## config.mk

```make
export PLATFORM = sky130hd
export DESIGN_NAME = rtc_bus_master
export DESIGN_NICKNAME = d
export VERILOG_FILES = /design/src/rtl/rtc_bus_master_pkg.sv /design/src/rtl/rtc_bus_master_phase_timer.sv /design/src/rtl/rtc_bus_master.sv
export SDC_FILE = /design/constraint.sdc
export NUM_CORES = 1
export LEC_CHECK = 0
export CORE_MARGIN = 4
export CORE_UTILIZATION = 45
export CTS_CLUSTER_DIAMETER = 100
export CTS_CLUSTER_SIZE = 12
export DETAILED_ROUTE_END_ITERATION = 7
export PLACE_DENSITY = 0.76
export SYNTH_ARGS = -nofsm -noshare
export SYNTH_HDL_FRONTEND = slang
export SYNTH_SLANG_ARGS = --single-unit
```

## constraint.sdc

```tcl
create_clock -name clk -period 4.1 [get_ports clk]
set_clock_uncertainty 0.2 [all_clocks]
set_input_delay 0.82 -clock clk [delete_from_list [all_inputs] [get_ports clk]]
set_output_delay 0.82 -clock clk [all_outputs]
set_load 0.01 [all_outputs]
```

## src/rtl/rtc_bus_master_pkg.sv

```systemverilog
// ---------------------------------------------------------------------------
// rtc_bus_master_pkg
//   Shared types for the RTC bus master: operation codes, the transaction
//   FSM state encoding, the subphase encoding used inside every bus phase,
//   and helpers for the phase length and opcode decode.
// ---------------------------------------------------------------------------
package rtc_bus_master_pkg;

    typedef enum logic [1:0] {
        OP_READ  = 2'b00,
        OP_WRITE = 2'b01,
        OP_CMD   = 2'b10,
        OP_RSVD  = 2'b11
    } op_e;

    typedef enum logic [1:0] {
        ST_IDLE,
        ST_ADDR_P,
        ST_DATA_P,
        ST_DONE
    } state_e;

    typedef enum logic [1:0] {
        SUB_SETUP,
        SUB_STROBE,
        SUB_HOLD,
        SUB_RECOVER
    } subphase_e;

    // Cycles in one bus phase (setup + strobe + hold + recovery).
    function automatic int phase_len(input int t_su, input int t_pw,
                                     input int t_hd, input int t_rec);
        return t_su + t_pw + t_hd + t_rec;
    endfunction

    // The reserved opcode runs as a read.
    function automatic op_e decode_op(input logic [1:0] raw);
        op_e o;
        o = op_e'(raw);
        return (o == OP_RSVD) ? OP_READ : o;
    endfunction

endpackage

```

## src/rtl/rtc_bus_master_phase_timer.sv

```systemverilog
// ---------------------------------------------------------------------------
// rtc_bus_master_phase_timer
//   Loadable down-counter that sequences one bus phase. The count runs from
//   LEN_P-1 to 0 and wraps, so back-to-back phases need no reload.
// Ports
//   clk, reset   : clock, synchronous active-high reset
//   load         : restart at the first SETUP cycle on the next edge
//   en           : advance the count (phase in progress)
//   subphase     : SETUP / STROBE / HOLD / RECOVER for the current cycle
//   first_cycle  : first cycle of the phase
//   strobe_last  : last cycle of the STROBE subphase
//   last_cycle   : last cycle of the phase (end of RECOVER)
// ---------------------------------------------------------------------------
module rtc_bus_master_phase_timer
    import rtc_bus_master_pkg::*;
#(
    parameter int T_SU  = 2,
    parameter int T_PW  = 5,
    parameter int T_HD  = 2,
    parameter int T_REC = 3
)(
    input  logic      clk,
    input  logic      reset,
    input  logic      load,
    input  logic      en,
    output subphase_e subphase,
    output logic      first_cycle,
    output logic      strobe_last,
    output logic      last_cycle
);

    localparam int LEN_P = phase_len(T_SU, T_PW, T_HD, T_REC);
    localparam int CNT_W = $clog2(LEN_P);

    // The count is the number of cycles left in the phase, so each subphase
    // boundary is a fixed threshold on it.
    localparam logic [CNT_W-1:0] CNT_TOP     = CNT_W'(LEN_P - 1);
    localparam logic [CNT_W-1:0] STROBE_BEG  = CNT_W'(T_PW + T_HD + T_REC);
    localparam logic [CNT_W-1:0] HOLD_BEG    = CNT_W'(T_HD + T_REC);
    localparam logic [CNT_W-1:0] RECOVER_BEG = CNT_W'(T_REC);

    logic [CNT_W-1:0] cnt;

    always_ff @(posedge clk) begin
        if (reset) begin
            cnt <= CNT_TOP;
        end else if (load) begin
            cnt <= CNT_TOP;
        end else if (en) begin
            cnt <= (cnt == '0) ? CNT_TOP : cnt - CNT_W'(1);
        end
    end

    always_comb begin
        subphase = SUB_RECOVER;
        if (cnt >= STROBE_BEG) begin
            subphase = SUB_SETUP;
        end else if (cnt >= HOLD_BEG) begin
            subphase = SUB_STROBE;
        end else if (cnt >= RECOVER_BEG) begin
            subphase = SUB_HOLD;
        end
    end

    assign first_cycle = (cnt == CNT_TOP);
    assign strobe_last = (cnt == HOLD_BEG);
    assign last_cycle  = (cnt == '0);

endmodule

```

## src/rtl/rtc_bus_master.sv

```systemverilog
// ---------------------------------------------------------------------------
// rtc_bus_master
//   Transaction engine for multiplexed address/data RTC chips. A one-cycle
//   start runs a read, write or command transaction; reads and writes are
//   bursts of address-phase + data-phase beats with an auto-incrementing
//   address. The pad tristate (pin = bus_oe ? bus_out : 'z) lives in the chip
//   top level; this block only supplies bus_out/bus_oe and reads bus_in.
// Ports
//   clk, reset        : clock, synchronous active-high reset
//   start             : one-cycle request, taken only while busy is low
//   op                : 00 read, 01 write, 10 command, 11 read
//   addr              : first register address
//   burst_len         : beats; 0 runs one beat, values above MAX_BURST clamp
//   wdata             : write data for the next beat
//   wdata_pop         : pulse, current wdata consumed, present the next word
//   rdata, rdata_vld  : read data (held) and one pulse per read beat
//   busy, done        : transaction in progress, end-of-transaction pulse
//   cs_n, rd_n, wr_n  : RTC strobes, active low
//   a_d               : 0 address phase, 1 data phase
//   bus_out, bus_oe   : value and drive enable for the RTC data pins
//   bus_in            : RTC data pins as seen through the pad
// ---------------------------------------------------------------------------
module rtc_bus_master
    import rtc_bus_master_pkg::*;
#(
    parameter int                DATA_W    = 8,
    parameter int                MAX_BURST = 16,
    parameter int                T_SU      = 2,
    parameter int                T_PW      = 5,
    parameter int                T_HD      = 2,
    parameter int                T_REC     = 3,
    parameter logic [DATA_W-1:0] CMD_CODE  = DATA_W'(8'hF0)
)(
    input  logic                               clk,
    input  logic                               reset,
    input  logic                               start,
    input  logic [1:0]                         op,
    input  logic [DATA_W-1:0]                  addr,
    input  logic [$clog2(MAX_BURST+1)-1:0]     burst_len,
    input  logic [DATA_W-1:0]                  wdata,
    output logic                               wdata_pop,
    output logic [DATA_W-1:0]                  rdata,
    output logic                               rdata_vld,
    output logic                               busy,
    output logic                               done,
    output logic                               cs_n,
    output logic                               rd_n,
    output logic                               wr_n,
    output logic                               a_d,
    output logic [DATA_W-1:0]                  bus_out,
    output logic                               bus_oe,
    input  logic [DATA_W-1:0]                  bus_in
);

    localparam int BL_W = $clog2(MAX_BURST + 1);

    state_e            state_q, state_d;
    op_e               op_q;
    logic [DATA_W-1:0] addr_q;
    logic [DATA_W-1:0] wdata_q;
    logic [BL_W-1:0]   beats_q;

    subphase_e         subphase;
    logic              first_cycle, strobe_last, last_cycle;
    logic              accept, in_phase;

    function automatic logic [BL_W-1:0] clamp_beats(input logic [BL_W-1:0] n);
        if (n == '0) begin
            return BL_W'(1);
        end
        if (n > BL_W'(MAX_BURST)) begin
            return BL_W'(MAX_BURST);
        end
        return n;
    endfunction

    // The DONE cycle already has busy low, so a new start is taken there too.
    assign accept   = start && ((state_q == ST_IDLE) || (state_q == ST_DONE));
    assign in_phase = (state_q == ST_ADDR_P) || (state_q == ST_DATA_P);

    rtc_bus_master_phase_timer #(
        .T_SU  (T_SU),
        .T_PW  (T_PW),
        .T_HD  (T_HD),
        .T_REC (T_REC)
    ) u_timer (
        .clk         (clk),
        .reset       (reset),
        .load        (accept),
        .en          (in_phase),
        .subphase    (subphase),
        .first_cycle (first_cycle),
        .strobe_last (strobe_last),
        .last_cycle  (last_cycle)
    );

    always_ff @(posedge clk) begin
        if (reset) begin
            state_q <= ST_IDLE;
        end else begin
            state_q <= state_d;
        end
    end

    always_comb begin
        state_d   = state_q;
        cs_n      = 1'b1;
        rd_n      = 1'b1;
        wr_n      = 1'b1;
        a_d       = 1'b0;
        bus_oe    = 1'b0;
        bus_out   = '0;
        busy      = 1'b0;
        done      = 1'b0;
        wdata_pop = 1'b0;

        case (state_q)
            ST_IDLE, ST_DONE: begin
                done    = (state_q == ST_DONE);
                state_d = accept ? ST_ADDR_P : ST_IDLE;
            end

            ST_ADDR_P: begin
                busy = 1'b1;
                if (subphase != SUB_RECOVER) begin
                    cs_n    = 1'b0;
                    bus_oe  = 1'b1;
                    bus_out = (op_q == OP_CMD) ? CMD_CODE : addr_q;
                    wr_n    = (subphase != SUB_STROBE);
                end
                if (last_cycle) begin
                    state_d = (op_q == OP_CMD) ? ST_DONE : ST_DATA_P;
                end
            end

            ST_DATA_P: begin
                busy      = 1'b1;
                a_d       = 1'b1;
                wdata_pop = (op_q == OP_WRITE) && first_cycle;
                if (subphase != SUB_RECOVER) begin
                    cs_n = 1'b0;
                    if (op_q == OP_WRITE) begin
                        bus_oe  = 1'b1;
                        bus_out = wdata_q;
                        wr_n    = (subphase != SUB_STROBE);
                    end else begin
                        rd_n = (subphase != SUB_STROBE);
                    end
                end
                if (last_cycle) begin
                    state_d = (beats_q == BL_W'(1)) ? ST_DONE : ST_ADDR_P;
                end
            end

            default: begin
                state_d = ST_IDLE;
            end
        endcase
    end

    // Write data is captured on the edge that enters the data phase, so the
    // pop in the first SETUP cycle tells the producer the word has been taken
    // and the next one is needed only by the following beat.
    always_ff @(posedge clk) begin
        if (reset) begin
            op_q      <= OP_READ;
            addr_q    <= '0;
            beats_q   <= '0;
            wdata_q   <= '0;
            rdata     <= '0;
            rdata_vld <= 1'b0;
        end else begin
            rdata_vld <= 1'b0;

            if (accept) begin
                op_q    <= decode_op(op);
                addr_q  <= addr;
                beats_q <= clamp_beats(burst_len);
            end

            if ((state_q == ST_ADDR_P) && last_cycle && (op_q == OP_WRITE)) begin
                wdata_q <= wdata;
            end

            if ((state_q == ST_DATA_P) && last_cycle) begin
                addr_q  <= addr_q + DATA_W'(1);
                beats_q <= beats_q - BL_W'(1);
            end

            if ((state_q == ST_DATA_P) && (op_q != OP_WRITE) && strobe_last) begin
                rdata     <= bus_in;
                rdata_vld <= 1'b1;
            end
        end
    end

endmodule

```

==> reports/results.md <==
- 58 — port bufs
- 0 — final max-slew violation count
- 0 — number of antenna violations at the first check in global routing
- 0 — antenna diode instance count
- 36.7% — sequential fraction of the synthesis area
- flop to primary output — critical setup path kind
- 251 — Mapped Cells
- dfxtp_1 — Yosys top cell by area
- 0 — Setup Viol. Count Final
- 318 nW/um^2 — power density over the cells
- 44.5% — Clk network pwr share
- 0 — final hold vios
- 0.285 GHz — achievable frequency
- 0 — yosys synthesis warning count
- 5360 microns — drt total wl
- 0 — antenna-violating nets left
- 0 — number of enable-type register cells in the synthesized netlist
- 24 — row cnt
- 2650 sq um — instance area at placement
- 4 — 1st-pass router iterations
- 2800 sq um — finished layout cell area
- 8.25 sq um — Mapped Avg Cell Area
- 19.9% — total routing usage reported by global routing
- state_q[0] — Reg2Reg Launch Point
- 2070 sq um — area of the mapped netlist
- 36.7% — top cell type's share of synthesized area
- 85.7% — final period utilization
- 5750 sq um — area of the die
- 46.9% — initial core utilization
- op_q[0] — Min-Delay Endpoint
- 2 — H-Tree Level Count
- 0 — GR Overflow Total
- 0.818 — Final Wtd Congestion
- 355 — final cell count without fillers
- state_q[0] — first element of the critical path
- 0% — share of synthesized registers carrying an async set or reset
- 75.8 microns — Die Ht
- flop to flop — class of the tightest hold or removal check
- 29 — maximum number of pins on one net before global-route repair
- 47 — number of unique standard cell types used by synthesis
- 198 uW — NetSw
- clkbuf_8 — root buf cell
- 2 — maximum number of buffers from clock root to sink
- 1974 — vias
- 44.0% — share of power burned in registers
- 22.2% — switching share of power
- 296 — Post-Syn Nets
- 5 — worst reg2reg path depth
- 11.5% — combinational share of power
- 0 — hold-fix buffers at CTS
- 0 — Remaining DRCs
- dfxtp_1 — most frequent cell after synthesis
- 2 — Worst Hold Path Cells
- 128 — drt first-iter violations
- flop — CP startpoint kind
- 5.61% — layout cell share with drive strength beyond 1
- 0.757 ns — pin slew with the least headroom to its limit
- 3840 microns — Final HPWL DP
- 0.00105 uW — standby leakage power
- 35.0% — Area growth, synth to finish
- 0 — Post-CTS Setup Repair Bufs
- dfxtp_1 (37%), mux2i_1 (8.2%), ha_1 (6.6%), nor2_1 (6.3%), a21oi_1 (4.4%) — leading cell types by total area after synthesis
- 5.56 — via density per instance
- 4410 sq um — Core Box Area
- 75.8 microns — chip width
- finished clean — run status
- 11 — highest fanout seen on the critical path
- 0 ns — accumulated negative setup slack
- 347 — final-stage net count
- false — unrepaired setup endpoints after global routing
- 3.51 ns — min cycle time layout
- dfxtp_1 (38), nor2_1 (35), nand2_1 (19) — commonest cells in the netlist
- 8590 microns — wire length of the first global-routing pass
- 347 — instance count after placement with tap cells included
- 3.08 ns — Required @ worst endpoint
- addr_q[7] — reg-to-reg critical path endpoint
- 2.49 ns — arrival time at the worst endpoint
- 5 — total clock buffers created by CTS
- yes — CTS tree
- 0.924 ns — minimum setup slack after placement
- 0.07 ns — CTS clk-pin slew, worst paths
- 38 — clock sink count
- 15.1 microns — routed wire length per instance
- 691 uW — Int Pwr
- 38 — count of state elements after synthesis
- 1.51 ns — worst reg2reg setup slack
- 49.3% — tightest slew margin relative to the limit
- 0 — number of violations of the max-capacitance limit
- 0.585 ns — Final WS setup
- dfxtp_1 — Most used DFF post-synth
- 0 — number of gates resized after CTS
- 0.213 mV — worst IR drop on VDD
- op_q[0] — source of the worst hold timing path
- primary output — crit end category
- 1881 — vias in the first global route
- 0.30 ns — later-pin clock latency in the skew report
- 59 — number of ports placed on the die boundary
power groups by stage:
| stage | clock network [uW] | logic [uW] | registers (uW) |
|---|---|---|---|
| 6_report | 396 | 102 | 391 |
| 5_1_grt | 421 | 112 | 393 |
| 4_1_cts | 403 | 102 | 391 |
| 3_5_place_dp | 0 | 101 | 400 |
| 3_3_place_gp | 0 | 101 | 400 |
| 2_1_floorplan | 0 | 51.4 | 395 |
metal layers:
layer,part of all wire [%],global-route usage (%)
met2,44,30.1
met5,0,0
met1,47,25.8
met3,7.2,7.92
met4,1.5,6.41
cells in the final DEF, fill, tap and decap left out, types with 2 or more instances in the layout:
cell             Yosys  layout
or2_2                3       3
nand3_1              3       3
inv_1                9       9
o21ai_0             15      15
nor4_1               3       3
nor3b_1              3       3
nor2_1              35      35
nand2b_1             3       3
nor3_1               9       9
a21oi_1             18      18
xnor2_1              2       2
a22oi_1              4       4
nand4_1              2       2
dfxtp_1             38      38
and3_1               2       2
nand3b_1             2       2
a211oi_1             4       4
a32oi_1              2       2
nand2_1             19      19
clkbuf_8             0       6
bufinv_16            0       2
nor2b_1              3       3
a31oi_1              7       7
ha_1                11      11
mux2i_1             17      17
clkdlybuf4s50_1      0      58
or4_1                3       3
area by class of cell:
cell class                      count  area, sq um
Timing Repair Buffer               59          588
Inverter                            9         33.8
Sequential cell                    38          761
Multi-Input combinational cell    189         1200
Clock inverter                      2         60.1
Fill cell                         395         1620
Clock buffer                        6         82.6
Tap cell                           52         65.1
sequential cells by signal, indices dropped and copies added (netlist names):
signal       count
rdata            8
u_timer.cnt      4
op_q             2
beats_q          5
rdata_vld        1
addr_q           8
state_q          2
wdata_q          8
how the worst max path moves through the flow:
stage	depth (start not counted)	slack [ns]	endpoint
3_3_place_gp	6	1.00	bus_out[6]
5_1_grt	6	0.41	bus_out[6]
2_1_floorplan	6	1.63	bus_out[4]
6_report	6	0.59	bus_out[1]
3_5_place_dp	6	0.92	bus_out[0]
4_1_cts	6	0.59	bus_out[0]
stage by stage:
| stage | hold slack [ns] | util (%) | power (uW) |
|---|---|---|---|
| global route | 0.330 | 63.3 | 927 |
| global placement | 0.244 | 60.1 | 500 |
| finish | 0.284 | 63.3 | 889 |
| CTS | 0.286 | 63.3 | 897 |
| floorplan | 0.235 | - | 446 |
| detailed placement | 0.268 | 60.1 | 501 |
critical path, stage by stage, from the launching register on:
cell and delay [ns]:
dfxtp_1 0.34, inv_1 0.06, ha_1 0.37, nor3b_2 0.59
a22oi_1 0.15, nor2_1 0.13, clkdlybuf4s50_1 0.55
kinds of logic after synthesis:
group | after synthesis | share of synthesized area [%]
buffers and inverters | 24 | 5.08
AO/OA/AOI/OAI | 58 | 16.9
adder cells (fa/ha/maj) | 11 | 6.65
multiplexers | 17 | 8.22
flip-flops | 38 | 36.7
AND/OR/NAND/NOR | 100 | 25.1
XOR/XNOR | 3 | 1.27
No activity file was read; power rests on OpenSTA's default activity.
